--- src/rtl/nibble_packer.sv ---
// nibble_packer: gathers a stream of nibbles into WORD_W-bit words, lane 0 in the LSBs,
// with an early close (in_last) that leaves the unused upper lanes at zero.
module nibble_packer #(
  parameter  int NIB_W  = 4,
  parameter  int WORD_W = 128,
  localparam int LANES  = WORD_W / NIB_W,
  localparam int CNT_W  = $clog2(LANES) + 1
) (
  input  logic              clk,
  input  logic              rst_n,
  input  logic              in_valid,
  output logic              in_ready,
  input  logic [NIB_W-1:0]  in_nib,
  input  logic              in_last,
  output logic              out_valid,
  input  logic              out_ready,
  output logic [WORD_W-1:0] out_data,
  output logic [CNT_W-1:0]  out_count
);
  localparam int IDX_W = $clog2(LANES);
  typedef enum logic {FILL, HOLD} state_t;
  state_t            r_state, w_state_nxt;
  logic [WORD_W-1:0] r_acc, w_merged, r_out_data;
  logic [IDX_W-1:0]  r_cnt;
  logic [CNT_W-1:0]  r_close_cnt, r_out_count, w_cnt_inc;
  logic              r_out_valid;
  logic              w_accept, w_complete, w_slot_free, w_take, w_load, w_xfer;

  assign in_ready    = r_state == FILL;
  assign out_valid   = r_out_valid;
  assign out_data    = r_out_data;
  assign out_count   = r_out_count;
  assign w_accept    = in_valid && in_ready;
  assign w_complete  = w_accept && (in_last || r_cnt == IDX_W'(LANES - 1));
  assign w_slot_free = !r_out_valid || out_ready;
  assign w_take      = r_out_valid && out_ready;
  assign w_cnt_inc   = CNT_W'(r_cnt) + CNT_W'(1);
  // Lanes at and above r_cnt are always zero, so OR-ing in the nibble is a write.
  assign w_merged    = r_acc | (WORD_W'(in_nib) << (NIB_W * int'(r_cnt)));

  always_comb begin
    w_state_nxt = r_state;
    w_load      = 1'b0;
    w_xfer      = 1'b0;
    if (r_state == FILL) begin
      w_load = w_complete && w_slot_free;
      if (w_complete && !w_slot_free) w_state_nxt = HOLD;
    end else if (out_ready) begin
      w_xfer      = 1'b1;
      w_state_nxt = FILL;
    end
  end

  always_ff @(posedge clk or negedge rst_n) begin
    if (!rst_n) r_state <= FILL;
    else        r_state <= w_state_nxt;
  end

  always_ff @(posedge clk or negedge rst_n) begin
    if (!rst_n) begin
      r_acc       <= '0;
      r_cnt       <= '0;
      r_close_cnt <= '0;
      r_out_data  <= '0;
      r_out_count <= '0;
      r_out_valid <= 1'b0;
    end else begin
      if (w_load || w_xfer) begin
        r_out_data  <= w_load ? w_merged : r_acc;
        r_out_count <= w_load ? w_cnt_inc : r_close_cnt;
        r_out_valid <= 1'b1;
      end else if (w_take) begin
        r_out_valid <= 1'b0;
      end
      if (w_load || w_xfer) begin
        r_acc <= '0;
        r_cnt <= '0;
      end else if (w_accept) begin
        r_acc <= w_merged;
        if (w_complete) r_close_cnt <= w_cnt_inc;
        else            r_cnt <= r_cnt + IDX_W'(1);
      end
    end
  end
endmodule
--- config.mk ---
export PLATFORM = sky130hd
export DESIGN_NAME = nibble_packer
export DESIGN_NICKNAME = d
export VERILOG_FILES = /design/src/rtl/nibble_packer.sv
export SDC_FILE = /design/constraint.sdc
export NUM_CORES = 1
export LEC_CHECK = 0
export CAP_MARGIN = 20
export CELL_PAD_IN_SITES_DETAIL_PLACEMENT = 0
export CELL_PAD_IN_SITES_GLOBAL_PLACEMENT = 1
export CORE_ASPECT_RATIO = 0.75
export CORE_MARGIN = 1.5
export CORE_UTILIZATION = 46
export DETAILED_ROUTE_END_ITERATION = 12
export GPL_ROUTABILITY_DRIVEN = 0
export PLACE_DENSITY = 0.92
export REMOVE_ABC_BUFFERS = 1
export SLEW_MARGIN = 20
export SYNTH_ARGS = -nofsm -noshare
export SYNTH_HDL_FRONTEND = slang
export SYNTH_SLANG_ARGS = --single-unit
--- constraint.sdc ---
create_clock -name clk -period 3.35 [get_ports clk]
set_input_delay 0.67 -clock clk [delete_from_list [all_inputs] [get_ports clk]]
set_output_delay 0.67 -clock clk [all_outputs]
set_load 0.05 [all_outputs]
-- Yosys cells after proc, flatten, opt, wreduce, memory -nomap -nowiden
Cells that the tools add are included.
- output and inout bits: 136
- register bits: 275
- logic and storage cells: 44
- input port bits: 9
- equal/unequal tests: 2
- $add $sub $neg: 2
- reductions and logical operators: 14
- bitwise gates (word level): 3
- muxes and demuxes: 15
- shift-type cells: 1
- operator list (operator ; number):
    128-bit 2-to-1 mux ; 3
    128-bit bitwise OR ; 1
    4-bit by 7-bit left shift with 128-bit output ; 1
    5-bit 2-to-1 mux ; 3
    1-bit 2-to-1 mux ; 8
    5-bit by 1-bit adder with 6-bit output, second input constant ; 1
    6-bit 2-to-1 mux ; 1
    5-bit by 1-bit adder with 5-bit output, second input constant ; 1
    5-bit equality test, second input constant ; 1
    1-bit logical AND ; 5
    2-bit nonzero test ; 2
    1-bit logical OR ; 3
    3-bit AND reduction ; 1
    1-bit logical NOT ; 2
    2-bit by 1-bit != test with 1-bit output, second input constant ; 1
    1-bit NOT ; 2
    2-bit AND reduction ; 1

-- Longest topological paths before layout
- depth in word-level cells: 8
- depth in mapped cells: 11
- mapped depth without buffers: 7

-- Worst setup path after synthesis
Ideal clock, no wire load.
- path type: register to register
- start point: register r_cnt[2]
- end point: register r_acc[0]
- required time: 3.280 ns
- arrival time: 2.136 ns
- setup slack: 1.144 ns
- period minus slack after synthesis: 2.206 ns
- buffers on the path: 4
- cell stages (with the launch flop): 11
- setup time: 0.070 ns
- path through: dfrtp_1 buf_2 buf_2 and3_1 ha_1 or2_1 buf_6 a2111oi_4 buf_6 a21oi_1 nor2_2
- longest elaborated chain between the ends: 7
- elaborated cells between the ends (all ways): 11
- classes of those cells: 1 x eq/ne; 1 x shift; 3 x mux; 1 x bitwise; 5 x reduce/logical
- ends and longest elaborated chain (element ; RTL line ; source):
    start, declared ; 24 ; logic [IDX_W-1:0] r_cnt;
    start signal, assigned ; 81 ; else r_cnt <= r_cnt + IDX_W'(1);
    5-bit equality test ; 34 ; assign w_complete = w_accept && (in_last || r_cnt == IDX_W'(LANES - 1));
    1-bit logical OR ; 34 ;
    1-bit logical AND ; 34 ;
    1-bit logical AND ; 46 ; w_load = w_complete && w_slot_free;
    1-bit 2-to-1 mux ; 45 ; if (r_state == FILL) begin
    1-bit logical OR ; 75 ; if (w_load || w_xfer) begin
    128-bit 2-to-1 mux or 2-bit nonzero test (tied branches) ; - ;
    end signal, assigned ; 79 ; r_acc <= w_merged;
    end, declared ; 23 ; logic [WORD_W-1:0] r_acc, w_merged, r_out_data;
Several ways; a longest one is shown, not always the timed one. The select of a mux whose other input is x is not followed.
A chain may end at the register's enable or synchronous reset.

-- Worst setup path in the final report
- start point: register r_cnt[0]
- end point: register r_acc[114]
Same word-level chain as after synthesis.

==> run_results.csv <==
group,metric,value,unit
run_status,status,"complete, no violations",
power_and_ir_drop,clock_power_share,0.355,
power_and_ir_drop,p_seq_frac,0.405,
route,ant_nets,0,
logic_synthesis,synthArstFlopShare,1.00,
grt,grt-ovfl-total,0,
critical_path,worstSetupStartpointType,"flip-flop",
logic_synthesis,seq_area_frac_synth,0.599,
route,routedWlPerCell,19.4,um
logic_synthesis,synthesis.area,11500,sq um
power_and_ir_drop,p_sw_frac,0.331,
run,maxCapViolations,0,
logic_synthesis,synth_edf_count,0,
timing,hold_slack,0.0704,ns
floorplanning,die_w,185,um
cts,ctsHoldBuffers,0,
critical_path,cpPeakStageDelay,0.69,ns
final_layout,fillers,2063,
power_and_ir_drop,leakagePower,6.18,nW
timing,finalHoldViolations,0,
cts,cts_tree,"yes",
final_layout,n_antenna_cell,0,
timing,fmax,0.367,GHz
logic_synthesis,ys_top_cells_by_area,"dfrtp_1, a21oi_1, nand2_1, nor2_1, o21ai_0",
power_and_ir_drop,p_sw,0.00306,W
floorplanning,core_area,24200,sq um
floorplanning,die-area,25900,sq um
critical_path,crit_slowest_cell,"a2111oi_4",
timing,fin_tns_setup,0,ns
logic_synthesis,synth_top_area_frac,0.599,
placement,portBuffers,144,
grt,grt_max_degree,96,
logic_synthesis,synthFlopType,"dfrtp_1",
cts,clk_pin_slew,0.06,ns
cts,clock_latency,0.54,ns
floorplanning,start_util,0.474,
final_layout,design_area,14200,sq um
power_and_ir_drop,power_density,652,nW/um^2
min_path,hold_path_class,"input port to async pin",
logic_synthesis,netlist_instances,1170,
floorplanning,num_io_pins,145,
logic_synthesis,postSynthAreaPerCell,9.82,sq um
cts,cts_resized,0,
timing,tightest_slew,0.979,ns
timing,rsz0062_at_grt,"false",
logic_synthesis,ys_types,52,
power_and_ir_drop,ir_worst_vdd,0.433,mV
cts,numCtsBuffers,28,
placement,place_area,13200,sq um
floorplanning,std_cell_rows,49,
final_layout,layout_commonest_cell,"dfrtp_1",
route,via_per_inst,5.66,
cts,cts_buffer_depth,3,
route,first_iter_violations,945,
critical_path,crit_type,"flip-flop to flip-flop",
timing,finalCriticalPeriod,2.72,ns
grt,grt_pass1_wl,50600,um
cts,cts_num_sinks,275,
timing,slew_headroom,0.342,
timing,setup-violations-final,0,
power_and_ir_drop,p_int,0.00620,W
final_layout,final_cell_mix,"dfrtp_1, a21oi_1, nand2_1, nor2_1, clkdlybuf4s50_1",
route,firstDrtPassIters,5,
final_layout,layout-drive-gt1-share,0.0904,
final_layout,fin_nets,1306,
grt,grt_pass1_vias,9122,
critical_path,crit_chain,"ha_1 > and3_1 > ha_1 > or2_1 > buf_4 > a2111oi_4 > buf_4 > a21oi_1 > nor2_1",
timing,fin_crit_sh,0.813,
route,vias,9332,
cts,cts_max_level,1,
critical_path,worst_ep_arrival_time,3.19,ns
cts,cts_post_setup_buffers_inserted,0,
power_and_ir_drop,combPwrFrac,0.240,
critical_path,critPathCaptureType,"flip-flop",
logic_synthesis,yosys_warnings,0,
grt,antenna_found_initial,0,
final_layout,final_core_util,0.587,
placement,hpwl,20900,um
grt,track_usage,0.249,
timing,slew_violations,0,
floorplanning,die_y,140,um
route,totalWireLength,31900,um
timing,clock_skew,0.00985,ns
logic_synthesis,ys_ff_latch,275,
cts,cts_root_buf,"clkbuf_16",
critical_path,critPathMaxFanout,7,
final_layout,area_growth,23.7,%
route,route.detailed.drc,0,
logic_synthesis,yosysTopAreaCell,"dfrtp_1",
critical_path,cp.required,3.82,ns
==> per-layer routing <==
| layer | up-vias | track usage | wire length, um |
|---|---|---|---|
| met5 | - | 0 | 0 |
| met4 | 0 | 0.0715 | 691 |
| met3 | 53 | 0.0468 | 2550 |
| met2 | 385 | 0.360 | 13900 |
| met1 | 4612 | 0.381 | 14800 |
| li1 | 4282 | - | - |
==> flip-flops by register name, indices dropped and copies added, names as in the netlist <==
| signal | cells |
|---|---|
| r_state | 1 |
| out_valid | 1 |
| out_data | 128 |
| r_close_cnt | 6 |
| r_cnt | 5 |
| out_count | 6 |
| r_acc | 128 |
==> worst paths after layout <==
| path | start | endpoint | slack, ns | cells after the start |
|---|---|---|---|---|
| setup / recovery | r_cnt[0] | r_acc[114] | 0.63 | 9 |
| hold / removal | rst_n | out_data[76] | 0.07 | 1 |
| setup reg to reg | r_cnt[0] | r_acc[114] | 0.63 | 9 |
| hold reg to reg | out_count[1] | out_count[1] | 0.47 | 2 |
| max in group asynchronous | rst_n | out_data[93] | 2.35 | 2 |
| min in group clk | out_count[1] | out_count[1] | 0.47 | 2 |
==> cells in the mapped netlist, types with 5 or more instances <==
cell	number
a31oi_1	47
nor2b_1	6
nand2_1	159
inv_1	5
o21ai_1	60
buf_2	33
a21oi_1	215
nor2_2	7
nor2_1	152
buf_6	7
nor3_1	9
o21ai_0	66
dfrtp_1	275
or3_1	5
buf_4	20
nand2b_1	11
clkbuf_1	28
nor3_2	8
and2_1	7
==> stage by stage <==
step                setup WS, ns  power (W)  instances
finish                     0.627    0.00926       1648
floorplan                  -6.87    0.00512       1081
detailed placement         0.377    0.00602       1596
CTS                        0.665    0.00929       1648
global route               0.526    0.00959       1648
global placement           0.516    0.00599       1596
==> cells by family after synthesis <==
logic type | share of synthesized area
compound gates | 0.206
xor+xnor | 0.00153
fa+ha+maj | 0.00218
buf+inv | 0.0454
flops | 0.599
simple gates | 0.145
==> power by group through the flow <==
stage               Combinational [W]  Sequential [W]  Clock (W)
finish                        0.00222         0.00375    0.00329
global route                  0.00236         0.00378    0.00344
CTS                           0.00222         0.00375    0.00332
detailed placement            0.00221         0.00380          0
global placement              0.00218         0.00380          0
floorplan                    0.000654         0.00447          0
==> layout make-up <==
type	count	area, sq um	area share
clock buffer	45	866	0.0609
clock inverter	7	113	0.00792
inverter	5	18.8	0.00132
multi-input combinational	801	4110	0.289
sequential	275	6880	0.484
tap	331	414	0.0291
timing repair buffer	184	1810	0.127
==> worst max-delay path, delay by kind of cell (launching register included) <==
kind	cells	cell delay (ns)
simple gates	3	0.58
compound gates	2	0.76
flops	1	0.38
fa+ha+maj	2	0.46
buf+inv	2	0.46
Note: power is estimated with default switching activity, not from simulation.
==> edit (same settings) <==
Change the parameter `NIB_W` from 4 to 8.
--- a/src/rtl/nibble_packer.sv
+++ b/src/rtl/nibble_packer.sv
@@ -1,7 +1,7 @@
 // nibble_packer: gathers a stream of nibbles into WORD_W-bit words, lane 0 in the LSBs,
 // with an early close (in_last) that leaves the unused upper lanes at zero.
 module nibble_packer #(
-  parameter  int NIB_W  = 4,
+  parameter  int NIB_W  = 8,
   parameter  int WORD_W = 128,
   localparam int LANES  = WORD_W / NIB_W,
   localparam int CNT_W  = $clog2(LANES) + 1
Ports: changed (resized in_nib and out_count); port bits go from 145 to 148. The function was not compared with the original's and may differ.
==> edit against the original RTL <==
Sequential cell count is 3 lower; die area up 12%; setup slack worse by 290 ps; global-route usage decreased by 1.6 points; largest power group unchanged; first-iteration DRC count grew 4.7%; final area rose by 8.4%; routed wire length grew 6.1%; fmax is 9.6% lower; total power up 3.6%; synthesized area rose by 12%; synthesized cell count up 8.6%; via count increased by 4.1%; critical path depth shrank 7.
==> edit: results (changes against the original RTL) <==
- Placed wire-length estimate: 19.9 mm (was 20.9 mm)
- # fillers: 2336 (was 2063)
- Root buffer cell: clkbuf_16 (unchanged)
- # hold bufs at CTS: 0 (unchanged)
- Crit path max-delay family: flip-flops (was compound AO/OA/AOI/OAI gates)
- Post-place setup slack: 635 ps (was 377 ps)
- Initial antenna violation count: 1 (was 0)
- CP Max Fanout: 19 (was 7)
- Most common library cells after synthesis: dfrtp_1, inv_1, a21oi_1 (was dfrtp_1, a21oi_1, nand2_1)
- CP max stage delay: 930 ps (was 690 ps)
- Sequential area share after synthesis: 52.8% (was 59.9%)
- Cell variety after synth: 44 (was 52)
- VDD IR max: 0.525 mV (was 0.433 mV)
- Fin nets: 1354 (was 1306)
- Status: finished clean (unchanged)
- Num CTS Buffers: 27 (was 28)
- Area contributors post-synth: dfrtp_1, mux2i_1, inv_1 (was dfrtp_1, a21oi_1, nand2_1)
- WL/cell: 19.8 µm (was 19.4 µm)
- CTS max path bufs: 3 (unchanged)
- Buffers on Ports: 147 (was 144)
- Share of cells above drive strength 1: 7.36% (was 9.04%)
- Largest net degree at the start of global routing: 97 (was 96)
- Worst R2R Start: r_state$_DFF_PN0_ (was r_cnt[0]$_DFFE_PN0P_)
- # H-tree levels: 1 (unchanged)
- Crit Path Category: reg -> out (was reg -> reg)
- Critical Path AT: 2340 ps (was 3190 ps)
- CP max-delay cell: dfrtp_1 (was a2111oi_4)
- CTS clk-pin slew, worst paths: 60 ps (about the same)
- # resized after CTS: 0 (unchanged)
- Yosys warning total: 0 (unchanged)
- Asr flop ratio synth: 100% (unchanged)
- Worst-Margin Slew: 906 ps (was 979 ps)
- Starting DRC count in detailed routing: 989 (was 945)
- Clock skew: 6.24 ps (was 9.85 ps)
- Leak: 6.34 nW (was 6.18 nW)
- Postcts setup bufs: 0 (unchanged)
- Hold Path Class: in -> async (unchanged)
- All-Layer GR Usage: 23.4% (was 24.9%)
- First-pass GRT wire length: 54.4 mm (was 50.6 mm)
- ANT cells: 0 (unchanged)
- Clock Latency Late Sink: roughly 530 ps
- Vias per Instance: 5.68 (was 5.66)
- Number of global-route vias before repair: 9709 (was 9122)
- DRT Pass-1 Iters: 5 (unchanged)
==> edit: cell types whose count changed after synthesis, sizes merged, moves of 8 or more <==
cell    delta
a21oi     -54
inv      +256
and3       +9
nor3b      +8
o21ai    -122
nand2    -155
mux2i    +133
nor3      -16
nor2     -157
nand2b    -11
o211ai   +128
and3b     +16
clkbuf    +43
a31oi     +53
==> edit: worst paths after layout <==
path                       slack, ps  cells after the start                         end
max                              340                      2                    in_ready
min                              140                      1    out_data[52]$_DFFE_PN0P_
max reg2reg                      940                      4    out_data[80]$_DFFE_PN0P_
min reg2reg                      500                      1  r_close_cnt[2]$_DFFE_PN0P_
max in group asynchronous       2230                      2    out_data[31]$_DFFE_PN0P_
min in group clk                 500                      1  r_close_cnt[2]$_DFFE_PN0P_
==> edit: metal layers <==
metal	part of all wire (%)	track usage, %
met5	0.038	0
met2	46	36.4
met1	46	34.2
met4	1.6	5.38
met3	5.7	3.97
==> edit: logic make-up (layout without fill, tap and decap cells) <==
logic type / count (synthesis) / in the layout / synth area share (%)
DFF: 272 / 272 / 52.8
AOI/OAI and AO/OA: 404 / 404 / 19.5
muxes: 136 / 136 / 10.6
adders and majority gates: 1 / 1 / 0.0971
xor gates and xnor gates: 2 / 2 / 0.136
buffers and inverters: 395 / 483 / 13.0
and+or+nand+nor: 61 / 61 / 3.82
==> edit: area by class of cell <==
cell class	count	area share (%)
multi-input combinational	604	29.1
timing repair buffer	173	11.7
clock inverter	9	0.650
inverter	262	6.39
clock buffer	39	5.13
sequential	272	44.2
tap	351	2.85
==> edit: stage by stage <==
stage                     area, µm²  instances
after floorplan               12200       1138
after global placement        14500       1662
after detailed placement      14500       1662
after CTS                     15400       1710
after global routing          15400       1710
final                         15400       1710
==> edit: report_power, final <==
part	switching [mW]	internal [mW]	leakage (nW)
combinational	1.83	0.814	2.17
sequential	0.252	3.63	3.73
clock	1.29	1.78	0.437
total	3.37	6.23	6.34
